`config.mk`:
```
export PLATFORM = sky130hd
export DESIGN_NAME = mfp_pmod_spi_scheduler
export DESIGN_NICKNAME = d
export VERILOG_FILES = /design/src/rtl/mfp_pmod_spi_pkg.sv /design/src/rtl/mfp_pmod_spi_shifter.sv /design/src/rtl/mfp_pmod_spi_scheduler.sv
export SDC_FILE = /design/constraint.sdc
export NUM_CORES = 1
export LEC_CHECK = 0
export ABC_AREA = 1
export BUFFER_PORTS_ARGS = -buffer_cell sky130_fd_sc_hd__buf_2
export CAP_MARGIN = 20
export CORE_MARGIN = 4
export CORE_UTILIZATION = 49
export DETAILED_ROUTE_END_ITERATION = 8
export PLACE_DENSITY = 0.83
export SYNTH_ARGS = -nofsm -noshare
export SYNTH_HDL_FRONTEND = slang
export SYNTH_SLANG_ARGS = --single-unit
```
`constraint.sdc`:
```
create_clock -name clock -period 1.5 [get_ports clock]
set_clock_uncertainty 0.05 [all_clocks]
set_input_delay 0.15 -clock clock [delete_from_list [all_inputs] [get_ports clock]]
set_output_delay 0.15 -clock clock [all_outputs]
set_load 0.02 [all_outputs]
```
`src/rtl/mfp_pmod_spi_pkg.sv`:
```
// Shared types and helpers for the PMOD SPI multi-sensor read scheduler.
// Holds the FSM encoding, frame width and the round-robin channel search.
package mfp_pmod_spi_pkg;

    localparam int unsigned FRAME_BITS = 16;
    localparam int unsigned MAX_CH     = 8;
    localparam int unsigned CH_W       = 3;

    typedef enum logic [2:0] {
        ST_IDLE,
        ST_SELECT,
        ST_SHIFT,
        ST_HOLD,
        ST_GAP
    } state_e;

    // First set mask bit strictly after last, searching upward with wrap over n_ch channels.
    function automatic logic [CH_W-1:0] rr_next(
        input logic [MAX_CH-1:0] mask,
        input logic [CH_W-1:0]   last,
        input int unsigned       n_ch
    );
        logic [CH_W-1:0] pick;
        logic            found;
        int unsigned     idx;
        pick  = last;
        found = 1'b0;
        for (int unsigned i = 1; i <= MAX_CH; i++) begin
            idx = (32'(last) + i) % n_ch;
            if (!found && (i <= n_ch) && mask[idx[CH_W-1:0]]) begin
                pick  = idx[CH_W-1:0];
                found = 1'b1;
            end
        end
        return pick;
    endfunction

endpackage

```
`src/rtl/mfp_pmod_spi_shifter.sv`:
```
// SPI read engine: generates FRAME_BITS sck periods (low then high), samples sdo
// as sck rises and shifts MSB first; done_c pulses on the last cycle of the final high phase.
module mfp_pmod_spi_shifter
    import mfp_pmod_spi_pkg::*;
#(
    parameter int unsigned SCK_DIV = 8
) (
    input  logic                  clock,
    input  logic                  reset,
    input  logic                  start_i,
    input  logic                  sdo_i,
    output logic                  sck_o,
    output logic                  done_c,
    output logic [FRAME_BITS-1:0] data_o
);

    localparam int unsigned DIV_W = $clog2(SCK_DIV);
    localparam int unsigned BIT_W = $clog2(FRAME_BITS);

    logic                  active_q, active_d;
    logic                  sck_q,    sck_d;
    logic [DIV_W-1:0]      div_q,    div_d;
    logic [BIT_W-1:0]      bit_q,    bit_d;
    logic [FRAME_BITS-1:0] shift_q,  shift_d;

    always_ff @(posedge clock) begin
        if (reset) begin
            active_q <= 1'b0;
            sck_q    <= 1'b1;
            div_q    <= '0;
            bit_q    <= '0;
            shift_q  <= '0;
        end else begin
            active_q <= active_d;
            sck_q    <= sck_d;
            div_q    <= div_d;
            bit_q    <= bit_d;
            shift_q  <= shift_d;
        end
    end

    always_comb begin
        active_d = active_q;
        sck_d    = sck_q;
        div_d    = div_q;
        bit_d    = bit_q;
        shift_d  = shift_q;
        done_c   = 1'b0;
        if (!active_q) begin
            if (start_i) begin
                active_d = 1'b1;
                sck_d    = 1'b0;
                div_d    = '0;
                bit_d    = '0;
            end
        end else if (div_q == DIV_W'(SCK_DIV - 1)) begin
            div_d = '0;
            if (!sck_q) begin
                // sck rises on this edge: capture the bit the sensor set up on the fall
                sck_d   = 1'b1;
                shift_d = {shift_q[FRAME_BITS-2:0], sdo_i};
            end else if (bit_q == BIT_W'(FRAME_BITS - 1)) begin
                active_d = 1'b0;
                done_c   = 1'b1;
            end else begin
                sck_d = 1'b0;
                bit_d = bit_q + BIT_W'(1);
            end
        end else begin
            div_d = div_q + DIV_W'(1);
        end
    end

    assign sck_o  = sck_q;
    assign data_o = shift_q;

endmodule

```
`src/rtl/mfp_pmod_spi_scheduler.sv`:
```
// Round-robin scheduler sharing one PMOD SPI bus between N_CH read-only 16-bit sensors.
// Owns chip selects, setup/hold/gap timing and the per-channel sample registers.
module mfp_pmod_spi_scheduler
    import mfp_pmod_spi_pkg::*;
#(
    parameter int unsigned N_CH       = 2,
    parameter int unsigned SCK_DIV    = 8,
    parameter int unsigned GAP_CYCLES = 256
) (
    input  logic                       clock,
    input  logic                       reset,
    input  logic                       enable,
    input  logic [N_CH-1:0]            ch_mask,
    output logic [N_CH-1:0]            cs_n,
    output logic                       sck,
    input  logic                       sdo,
    output logic [N_CH*FRAME_BITS-1:0] values,
    output logic                       value_valid,
    output logic [CH_W-1:0]            value_ch,
    output logic [FRAME_BITS-1:0]      value,
    output logic                       busy
);

    localparam int unsigned CNT_MAX = (GAP_CYCLES > SCK_DIV) ? GAP_CYCLES : SCK_DIV;
    localparam int unsigned CNT_W   = $clog2(CNT_MAX);
    localparam int unsigned VALS_W  = N_CH * FRAME_BITS;

    state_e                state_q,    state_d;
    logic [CNT_W-1:0]      cnt_q,      cnt_d;
    logic [CH_W-1:0]       ch_q,       ch_d;
    logic [CH_W-1:0]       last_q,     last_d;
    logic [N_CH-1:0]       cs_n_q,     cs_n_d;
    logic [VALS_W-1:0]     values_q,   values_d;
    logic [FRAME_BITS-1:0] value_q,    value_d;
    logic [CH_W-1:0]       value_ch_q, value_ch_d;
    logic                  valid_q,    valid_d;
    logic                  busy_q,     busy_d;

    logic                  start_c;
    logic                  shift_done_c;
    logic [CH_W-1:0]       sel_c;
    logic [FRAME_BITS-1:0] shift_data;

    mfp_pmod_spi_shifter #(
        .SCK_DIV (SCK_DIV)
    ) u_shifter (
        .clock   (clock),
        .reset   (reset),
        .start_i (start_c),
        .sdo_i   (sdo),
        .sck_o   (sck),
        .done_c  (shift_done_c),
        .data_o  (shift_data)
    );

    always_ff @(posedge clock) begin
        if (reset) begin
            state_q    <= ST_IDLE;
            cnt_q      <= '0;
            ch_q       <= '0;
            last_q     <= CH_W'(N_CH - 1);
            cs_n_q     <= '1;
            values_q   <= '0;
            value_q    <= '0;
            value_ch_q <= '0;
            valid_q    <= 1'b0;
            busy_q     <= 1'b0;
        end else begin
            state_q    <= state_d;
            cnt_q      <= cnt_d;
            ch_q       <= ch_d;
            last_q     <= last_d;
            cs_n_q     <= cs_n_d;
            values_q   <= values_d;
            value_q    <= value_d;
            value_ch_q <= value_ch_d;
            valid_q    <= valid_d;
            busy_q     <= busy_d;
        end
    end

    always_comb begin
        state_d    = state_q;
        cnt_d      = cnt_q;
        ch_d       = ch_q;
        last_d     = last_q;
        cs_n_d     = cs_n_q;
        values_d   = values_q;
        value_d    = value_q;
        value_ch_d = value_ch_q;
        valid_d    = 1'b0;
        start_c    = 1'b0;
        sel_c      = rr_next(MAX_CH'(ch_mask), last_q, N_CH);

        case (state_q)
            ST_IDLE: begin
                // mask and enable are only looked at here; a running frame is never retargeted
                if (enable && (|ch_mask)) begin
                    ch_d    = sel_c;
                    cs_n_d  = ~(N_CH'(1) << sel_c);
                    cnt_d   = '0;
                    state_d = ST_SELECT;
                end
            end
            ST_SELECT: begin
                if (cnt_q == CNT_W'(SCK_DIV - 1)) begin
                    start_c = 1'b1;
                    state_d = ST_SHIFT;
                end else begin
                    cnt_d = cnt_q + CNT_W'(1);
                end
            end
            ST_SHIFT: begin
                if (shift_done_c) begin
                    cnt_d   = '0;
                    state_d = ST_HOLD;
                end
            end
            ST_HOLD: begin
                if (cnt_q == CNT_W'(SCK_DIV - 1)) begin
                    cs_n_d     = '1;
                    value_d    = shift_data;
                    value_ch_d = ch_q;
                    valid_d    = 1'b1;
                    last_d     = ch_q;
                    for (int unsigned i = 0; i < N_CH; i++) begin
                        if (ch_q == CH_W'(i)) begin
                            values_d[i*FRAME_BITS +: FRAME_BITS] = shift_data;
                        end
                    end
                    cnt_d   = '0;
                    state_d = ST_GAP;
                end else begin
                    cnt_d = cnt_q + CNT_W'(1);
                end
            end
            ST_GAP: begin
                if (cnt_q == CNT_W'(GAP_CYCLES - 1)) begin
                    state_d = ST_IDLE;
                end else begin
                    cnt_d = cnt_q + CNT_W'(1);
                end
            end
            default: begin
                state_d = ST_IDLE;
            end
        endcase

        busy_d = (state_d != ST_IDLE);
    end

    assign cs_n        = cs_n_q;
    assign values      = values_q;
    assign value       = value_q;
    assign value_ch    = value_ch_q;
    assign value_valid = valid_q;
    assign busy        = busy_q;

endmodule
```
; ---- Word level (Yosys, flattened, before mapping)
; Cells that the tools add are included.
[classes]
n_addsub = 5
order_cmp = 2
eq_ne = 17
shift = 1
mux = 45
n_bitwise = 3
n_reduce_logical = 20
[op_table]
columns = operator, n
row1 = 2-to-1 mux 8 bit, 5
row2 = one-hot mux 8 bit (5 select lines), 1
row3 = 2-to-1 mux 3 bit, 10
row4 = 2-to-1 mux 1 bit, 20
row5 = 2-to-1 mux 4 bit, 5
row6 = inequality test 2 bit (second input constant), 8
row7 = one-hot mux 3 bit (5 select lines), 1
row8 = AND reduction 3 bit, 4
row9 = adder 8 x 1 -> 8 bit (second input constant), 1
row10 = == test 8 x 3 -> 1 bit (second input constant), 1
row11 = == test 8 bit (second input constant), 1
row12 = < comparator 1 x 4 -> 1 bit (second input constant), 2
row13 = == test 3 x 1 -> 1 bit (second input constant), 2
row14 = == test 3 x 2 -> 1 bit (second input constant), 2
row15 = == test 3 bit (second input constant), 2
row16 = zero test 3 bit, 2
row17 = AND reduction 2 bit, 3
row18 = AND reduction 5 bit, 1
row19 = nonzero test 5 bit, 1
row20 = adder 4 x 1 -> 4 bit (second input constant), 1
row21 = == test 4 bit (second input constant), 1
row22 = 2-to-1 mux 2 bit, 2
row23 = one-hot mux 2 bit (2 select lines), 1
row24 = AND reduction 4 bit, 1
row25 = other kinds (10), 15
[word_totals]
regBits = 97
input_bits = 6
wordCells = 109

; ---- Depth between registers and ports, before layout
; Gate-level depths: netlist of run 1.
[depth]
ltp_word = 11
mapped_depth = 10
depth_no_buf = 10

; ---- Cells and area by module
; Synthesis of run 1 repeated with hierarchy kept, for this count alone.
[hier_totals]
hier_cells = 534
area_unflattened_um2 = 4048.9
[by_module_without_submodules]
columns = mod, n_inst, cells_per_inst, area_per_inst_um2, seq_area_each_um2
row1 = mfp_pmod_spi_scheduler, 1, 397, 2995.4, 1401.3
row2 = mfp_pmod_spi_shifter, 1, 137, 1053.5, 500.5

; ---- Worst setup path after synthesis of run 1
; OpenSTA, ideal clock, no wires.
[synth_timing]
path_kind = reg2reg
from = reg cnt_q[0]
to = reg values_q[22] (netlist: values[22])
setup_ps = 113
t_arrival_ps = 1427
required_time_ps = 1337
path_slack_ps = -90
path_stages_with_launch = 10
cell_sequence = dfxtp_1 -> ha_1 -> nand3_2 -> nor2_4 -> nand2_4 -> nor2_4 -> nand3_4 -> buf_2 -> nor2_1 -> nor2_1
[synth_via]
elab_chain_cells = 2
[synth_rtl]
columns = element, line_no
row1 = start: declaration, mfp_pmod_spi_scheduler.sv:29  ; logic [CNT_W-1:0] cnt_q, cnt_d;
row2 = start signal: assignment, mfp_pmod_spi_scheduler.sv:70  ; cnt_q <= cnt_d;
row3 = == test 8 x 3 -> 1 bit, mfp_pmod_spi_scheduler.sv:120  ; if (cnt_q == CNT_W'(SCK_DIV - 1)) begin
row4 = AND reduction 3 bit (no source line), n/a
row5 = end signal: assignment, mfp_pmod_spi_scheduler.sv:74  ; values_q <= values_d;
row6 = end: declaration, mfp_pmod_spi_scheduler.sv:33  ; logic [VALS_W-1:0] values_q, values_d;
; No other way between the ends.
; A chain may end at the register's enable or synchronous reset.

; ---- Worst setup path in the final report of run 1
[layout_timing]
from = reg cnt_q[1]
to = reg values_q[8] (netlist: values[8])
; Same word-level chain as after synthesis.

==> out/results.tsv, run 1 <==
metric	value	unit
outcome	complete, but fails checks	
violations	setup timing	
stdcell_area	4940	um^2
setup_violations	40	
yosys.area.top_type_share	48.5	%
synth_edf_count	0	
fin_util	63.6	%
fin_nets	630	
maxSlewViolCount	0	
p_leak	0.00229	uW
core	7770	um^2
crit_path_start_kind	flip-flop	
dieHeight	97.5	um
clk_path_buf_depth	2	
die_w	97.5	um
final-hold-violation-count	0	
synthArstFlopShare	0	%
fmax	629	MHz
netlist_top_cells_area	dfxtp_1, nand2_1, a21oi_1, nor2_1, nand3_1	
grt_setup_unrepaired	true	
path_cells	ha_4, nand3_4, nor2_4, nand2_4, inv_4, bufbuf_16, nand3_1, a21oi_1	
die-area	9500	um^2
io_buffers	61	
synth_flop_cell	dfxtp_1	
yosys_register_bits	95	
regArea	1910	um^2
end_kind	flip-flop	
yosys_warnings	0	
synth_fp_nets	543	
multi_input_area	1780	um^2
cp.required	1.77	ns
tightestPinTransition	0.446	ns
grt_max_degree	38	
cts_sinks	95	
synth_most_common_cell	nand2_1	
synthDistinctLibCells	34	
crit_arrival	1.86	ns
hp-class	input pin to flip-flop	
period_share	106	%
fin_crit	1.59	ns
maxCapViolations	0	
start_util	50.5	%
antenna_found_initial	0	
routed_wl	9.93	mm
grt_pass1_wl	16.4	mm
gp_congestion	0.895	
place_area	4580	um^2
yosysSeqAreaShare	48.5	%
setup_tns	-1.79	ns
r2r_setup_slack	-0.09	ns
drc_errors	0	
cpPeakStageDelay	0.37	ns
vdd_ir_drop_max	0.498	mV
syn_area_per_cell	7.36	um^2
power_density	896	nW/um^2
drive_gt1_share	26.1	%
grt_pass1_vias	3577	
rows	32	
htree_num_levels	3	
clkTransAtPathRegs	0.11	ns
synth_commonest_cells	nand2_1, dfxtp_1, a21oi_1	
yosysTopAreaCell	dfxtp_1	
setup_ws	-0.0903	ns
via_per_inst	5.21	
drt_first_pass_iters	5	
grt.total_usage	20.7	%
cts_tree	done	
drtAntennaViolNets	0	
dp.final_hpwl	6.67	mm
max_slew_margin	70.3	%
slowest_stage	dfxtp_2	
syn_inst	533	
antenna_cells	0	
drt_iter0_drc	263	
syn-cell-area	3920	um^2
wl_per_cell	13.7	um
grt_overflow	0	
root_buffer	clkbuf_8	
fillers	653	
vias	3786	
cp_max_fo	11	
ios	62	
path_class	flip-flop to flip-flop	
area_growth	26.0	%
clk_latency	0.37	ns
cts-buffers-inserted	9	
==> worst paths after layout <==
check | from | to | cells past startpoint
worst max-delay path | cnt_q[1]$_SDFFE_PP0P_ | values[8]$_SDFFE_PP0P_ | 8
worst min-delay path | sdo | u_shifter.data_o[0]$_SDFFE_PP0P_ | 3
worst max register to register | cnt_q[1]$_SDFFE_PP0P_ | values[8]$_SDFFE_PP0P_ | 8
worst min register to register | u_shifter.div_q[0]$_SDFFE_PP0P_ | u_shifter.div_q[0]$_SDFFE_PP0P_ | 1
==> layer usage <==
| metal | GRT usage, % | up-vias | wire length, um |
|---|---|---|---|
| met5 | 0 | - | 0 |
| met4 | 7.77 | 0 | 174 |
| met2 | 35.3 | 129 | 4910 |
| li1 | - | 1899 | - |
| met3 | 4.16 | 16 | 637 |
| met1 | 25.9 | 1742 | 4200 |
==> critical path: cells and delay by family (launching register included) <==
kind	cells	cell delay, ns
compound gates	1	0.14
fa+ha+maj	1	0.15
buf+inv	2	0.43
flops	1	0.37
simple gates	4	0.40
==> kinds of logic (layout without fill, tap and decap cells) <==
logic type,count (synthesis),count (layout),share of synthesized area (%)
adders and majority gates,4,4,1.28
and+or+nand+nor,232,232,25.7
DFF,95,95,48.5
buffers and inverters,83,175,8.87
xor gates and xnor gates,3,3,0.670
AOI/OAI and AO/OA,116,116,15.0
==> flip-flops by register name, indices dropped and copies added, names as in the netlist <==
signal / count
busy: 1
ch_q: 3
u_shifter.div_q: 3
value: 16
u_shifter.sck_o: 1
u_shifter.bit_q: 4
values: 32
state_q: 3
cnt_q: 8
last_q: 3
cs_n: 2
u_shifter.active_q: 1
value_ch: 1
value_valid: 1
u_shifter.data_o: 16
==> where the power goes <==
part / internal, uW / switching [uW]
sequential: 2540 / 13.3
clock: 641 / 1010
combinational: 76.1 / 150
total: 3260 / 1170
==> area by class of cell <==
cell class,count,area share (%)
sequential,95,38.6
multi-input combinational,355,36.1
timing repair buffer,102,14.5
inverter,57,4.38
tap,102,2.58
clock buffer,9,2.51
clock inverter,7,1.34
==> metrics by stage <==
stage	hold slack (ns)	power, uW	cells	setup slack, ns
after floorplan	0.292	2750	533	0.0107
after global placement	0.389	2820	707	-0.0558
after detailed placement	0.399	2830	707	-0.129
after CTS	0.0234	4440	725	-0.0885
after global routing	0.0299	4580	727	-0.197
final	0.0114	4430	727	-0.0903
==> placed cells by master (no fill, tap or decap), drive strengths merged <==
master / count
inv: 60
dfxtp: 95
nand3b: 1
o22ai: 1
o21ai: 45
clkinvlp: 1
or2: 1
xnor2: 1
nor2: 64
xor2: 2
nand2: 110
nand4: 4
o21bai: 1
and3: 1
a211oi: 1
clkbuf: 10
nor3: 4
nor3b: 1
nand3: 46
ha: 4
clkinv: 3
buf: 100
a21oi: 68
bufbuf: 1
==> what timing repair did <==
item	CTS	global route
gates cloned	1	1
pin swaps	0	1
hold buffers	0	0
gates resized for setup	20	23
endpoints found under the setup margin	47	78
endpoints found under the hold margin	0	0
buffers inserted	1	1
(Power assumes the default switching activity.)
==> run 2, diff against run 1 <==
Settings changed: CORE_MARGIN 4 to 1.5.
==> run 2 against run 1 <==
Register-to-register slack improved by 0.02 ns. Critical endpoint is now cnt_q[1]$_SDFFE_PP0P_. Routed wire length is 3.7% lower. Critical path depth is 3 higher. Power increased by 3.3%. Combinational power grew 4%. Largest cell class unchanged. Non-clock buffer count grew 1. Utilization is 1.0 points higher. Worst setup slack better by 0.023 ns. Flip-flop and latch count unchanged. The run still ends with setup timing left. Clock power is 8% higher.
==> out/results.tsv, run 2 (synthesis results as in run 1) <==
metric	value	unit
htree_num_levels	3	
setup_tns	-1.14	ns
grt_pass1_vias	3489	
die_w	92.5	um
grt_max_degree	59	
cts-buffers-inserted	9	
start_util	50.8	%
max_slew_margin	76.2	%
end_kind	flip-flop	
final-hold-violation-count	0	
drc_errors	0	
regArea	1910	um^2
grt_overflow	0	
fillers	637	
fin_crit	1.57	ns
clk_path_buf_depth	2	
clkTransAtPathRegs	0.09	ns
outcome	complete, but fails checks	
cp.required	1.75	ns
violations	setup timing	
cp_max_fo	6	
maxCapViolations	0	
cts_sinks	95	
period_share	104	%
final_common_cell	nand2_1	
p_leak	0.00231	uW
dp.final_hpwl	6.37	mm
cts_hold_buf	0	
ios	62	
vdd_ir_drop_max	0.694	mV
dieHeight	92.5	um
clk_latency	0.37	ns
grt_pass1_wl	15.8	mm
power_density	915	nW/um^2
fin_util	64.7	%
antenna_found_initial	0	
fin_total_pwr	4580	uW
rows	32	
fmax	638	MHz
wl_per_cell	13.1	um
core	7730	um^2
setup_violations	33	
path_class	flip-flop to flip-flop	
via_per_inst	5.12	
root_buffer	clkbuf_8	
routed_wl	9.56	mm
crit_arrival	1.82	ns
drive_gt1_share	26.2	%
antenna_cells	0	
crit_path_start_kind	flip-flop	
place_ws	-0.143	ns
fin_nets	632	
io_buffers	61	
area_growth	27.4	%
drt_iter0_drc	194	
cts_tree	done	
multi_input_area	1830	um^2
hp-class	input pin to flip-flop	
setup_ws	-0.0670	ns
maxSlewViolCount	0	
vias	3736	
tightestPinTransition	0.354	ns
grt.total_usage	23.1	%
die-area	8550	um^2
grt_setup_unrepaired	true	
gp_congestion	0.891	
drtAntennaViolNets	0	
final_cell_mix	nand2_1, dfxtp_1, a21oi_1	
largest_reg_flops	32	
drt_first_pass_iters	4	
-- run 2: path summary, 6_finish.rpt --
| check | from | endpoint | slack (ns) | cells after the start |
|---|---|---|---|---|
| worst max-delay path | cnt_q[1]$_SDFFE_PP0P_ | cnt_q[1]$_SDFFE_PP0P_ | -0.07 | 11 |
| worst min-delay path | sdo | u_shifter.data_o[0]$_SDFFE_PP0P_ | 0.01 | 3 |
| worst max register to register | cnt_q[1]$_SDFFE_PP0P_ | cnt_q[1]$_SDFFE_PP0P_ | -0.07 | 11 |
| worst min register to register | values[11]$_SDFFE_PP0P_ | values[11]$_SDFFE_PP0P_ | 0.42 | 2 |
-- run 2: layout make-up --
cell class / instances / share of cell area, %
clock buffer: 11 / 3.03
clock inverter: 5 / 1.25
inverter: 57 / 4.31
multi-input combinational: 356 / 36.6
sequential: 95 / 38.2
tap: 102 / 2.55
timing repair buffer: 103 / 14.0
-- run 2: routing by layer --
layer	global-route usage [%]	vias up	routed length [um]
li1	-	1898	-
met1	29.7	1713	4210
met2	37.4	103	4580
met3	5.42	22	568
met4	9.10	0	200
met5	0	-	0
-- run 2: report_power, final --
| part | switching [uW] | total (uW) | internal (uW) |
|---|---|---|---|
| sequential | 12.5 | 2550 | 2540 |
| combinational | 153 | 235 | 81.5 |
| clock | 914 | 1790 | 876 |
-- run 2: critical path: stages, from the launching register on --
cell and delay [ns]:
dfxtp_2 0.36, ha_4 0.16, nand3_4 0.09, nor2_4 0.17, buf_4 0.16, nand2_4 0.07
nand2_1 0.07, nor2_1 0.04, buf_4 0.15, nand3_1 0.08, nand2_1 0.05, nor2_1 0.08
-- run 2: repair_timing --
| item | 4_1_cts | 5_1_grt |
|---|---|---|
| gates resized for setup | 12 | 30 |
| cloned | 1 | 1 |
| setup buffers | 2 | 5 |
| pin swaps | 2 | 9 |
| endpoints found under the setup margin | 48 | 76 |
-- run 2: metrics by stage --
step | instances | cell area (um^2) | hold WS (ns)
global route | 729 | 5000 | 0.0547
finish | 729 | 5000 | 0.0116
global placement | 704 | 4570 | 0.386
detailed placement | 704 | 4570 | 0.397
floorplan | 533 | 3950 | 0.292
CTS | 723 | 4840 | 0.0123
==> run 3, diff against run 2 <==
Settings changed: CAP_MARGIN 20 to 15.
Clock period 1.5 ns to 1.43 ns, I/O delays scaled along.
==> run 3 against run 2 <==
Worst hold slack better by 0.0073 ns. Via count is 3.2% higher. Largest cell class is now multi-input gates. Global-route usage is 1.0 points higher. Fmax is 5.4% lower. Count of clock-buffer cells in the layout is 2 lower. The flow still finishes with violations (setup timing). Routed wire length is 13% higher. Power is 6.0% higher. Sequential power is 5% higher.
==> out/results.tsv, run 3 (synthesis results as in run 1) <==
metric	value	unit
outcome	complete, but fails checks	
maxSlewViolCount	0	
ios	62	
cts_sinks	95	
worst_path_most_repeated_cell	buf_6	
cts-buffers-inserted	9	
start_util	50.8	%
cp_max_fo	5	
placed_cells	707	
grt_pass1_vias	3612	
fin_util	69.1	%
drtAntennaViolNets	0	
drt_iter0_drc	204	
setup_ws	-0.227	ns
slowest_stage	dfxtp_4	
setup_violations	66	
area_growth	36.0	%
hold-worst-slack	0.0189	ns
fin_crit	1.66	ns
io_buffers	61	
grt_pass1_wl	16.4	mm
via_per_inst	5.23	
fin_nets	640	
root_buffer	clkbuf_8	
path_cells	ha_4, nand3_4, nor2_4, buf_4, buf_6, nand3_2, nand2_2, buf_6, nand3_1, a21oi_1	
end_kind	flip-flop	
clk_path_buf_depth	2	
routed_wl	10.8	mm
setup_tns	-7.43	ns
die-area	8550	um^2
antenna_cells	0	
final-hold-violation-count	0	
antenna_found_initial	0	
grt.total_usage	24.2	%
fin_total_pwr	4850	uW
vdd_ir_drop_max	0.863	mV
reg2regPathDepth	10	
cts_tree	done	
gp_congestion	0.864	
die_w	92.5	um
crit_arrival	1.90	ns
hold_depth	3	
drt_first_pass_iters	4	
core	7730	um^2
final_cell_mix	dfxtp_1, nand2_1, buf_2	
rows	32	
cts_hold_buf	0	
clk_latency	0.36	ns
final_common_cell	dfxtp_1	
grt_setup_unrepaired	true	
drive_gt1_share	33.7	%
violations	setup timing	
largest_reg_flops	32	
period_share	116	%
htree_num_levels	3	
max_slew_margin	67.8	%
drc_errors	0	
cp.required	1.67	ns
dp.final_hpwl	6.34	mm
p_leak	0.00242	uW
clkTransAtPathRegs	0.10	ns
grt_max_degree	53	
fmax	603	MHz
tightestPinTransition	0.482	ns
power_density	909	nW/um^2
maxCapViolations	0	
final_cells	737	
vias	3856	
crit_path_start_kind	flip-flop	
dieHeight	92.5	um
wl_per_cell	14.6	um
cpPeakStageDelay	0.37	ns
fillers	586	
hp-class	input pin to flip-flop	
grt_overflow	0	
path_class	flip-flop to flip-flop	
==> run 3: worst max-delay path, delay by kind of cell, from the launching register on <==
| kind | cells | cell delay (ns) |
|---|---|---|
| AND/OR/NAND/NOR | 5 | 0.49 |
| flip-flops | 1 | 0.37 |
| buffers and inverters | 3 | 0.36 |
| AO/OA/AOI/OAI | 1 | 0.16 |
| adder cells (fa/ha/maj) | 1 | 0.15 |
==> run 3: report_power, final <==
part	total, uW	internal, uW	switching (uW)
clock network	1870	851	1020
logic	299	109	190
registers	2680	2660	15.8
==> run 3: final timing paths <==
kind	startpoint	to	slack (ns)
worst min register to register	values[0]$_SDFFE_PP0P_	values[0]$_SDFFE_PP0P_	0.41
worst max register to register	cnt_q[1]$_SDFFE_PP0P_	u_shifter.bit_q[3]$_SDFFE_PP0P_	-0.23
worst max-delay path	cnt_q[1]$_SDFFE_PP0P_	u_shifter.bit_q[3]$_SDFFE_PP0P_	-0.23
worst min-delay path	sdo	u_shifter.data_o[0]$_SDFFE_PP0P_	0.02
==> run 3: per-stage QoR <==
stage | setup slack, ns | cell area, um^2
2_1_floorplan | -0.0332 | 3970
3_3_place_gp | -0.0998 | 4610
6_report | -0.227 | 5340
3_5_place_dp | -0.151 | 4610
4_1_cts | -0.169 | 5030
5_1_grt | -0.322 | 5340
==> run 3: layout make-up <==
cell class              instances  area (um^2)  share of cell area [%]
well taps                     102          128                    2.39
inverters                      57          215                    4.03
clock inverters                 7         88.8                    1.66
multi-input cells             356         2020                    37.9
clock buffers                   9          124                    2.32
repair buffers                111          843                    15.8
flip-flops and latches         95         1910                    35.9
==> run 3: timing repair <==
item,CTS,global route
pin swaps,10,22
resized for setup,36,64
gates cloned,2,0
endpoints found under the setup margin,63,76
buffers inserted,3,9
==> run 3: metal layers <==
layer / share of wire, % / GRT usage [%] / routed length [um]
met2: 51 / 41.3 / 5530
met3: 4.8 / 6.24 / 516
met1: 41 / 28.2 / 4470
met5: 0 / 0 / 0
met4: 2.4 / 11.2 / 257
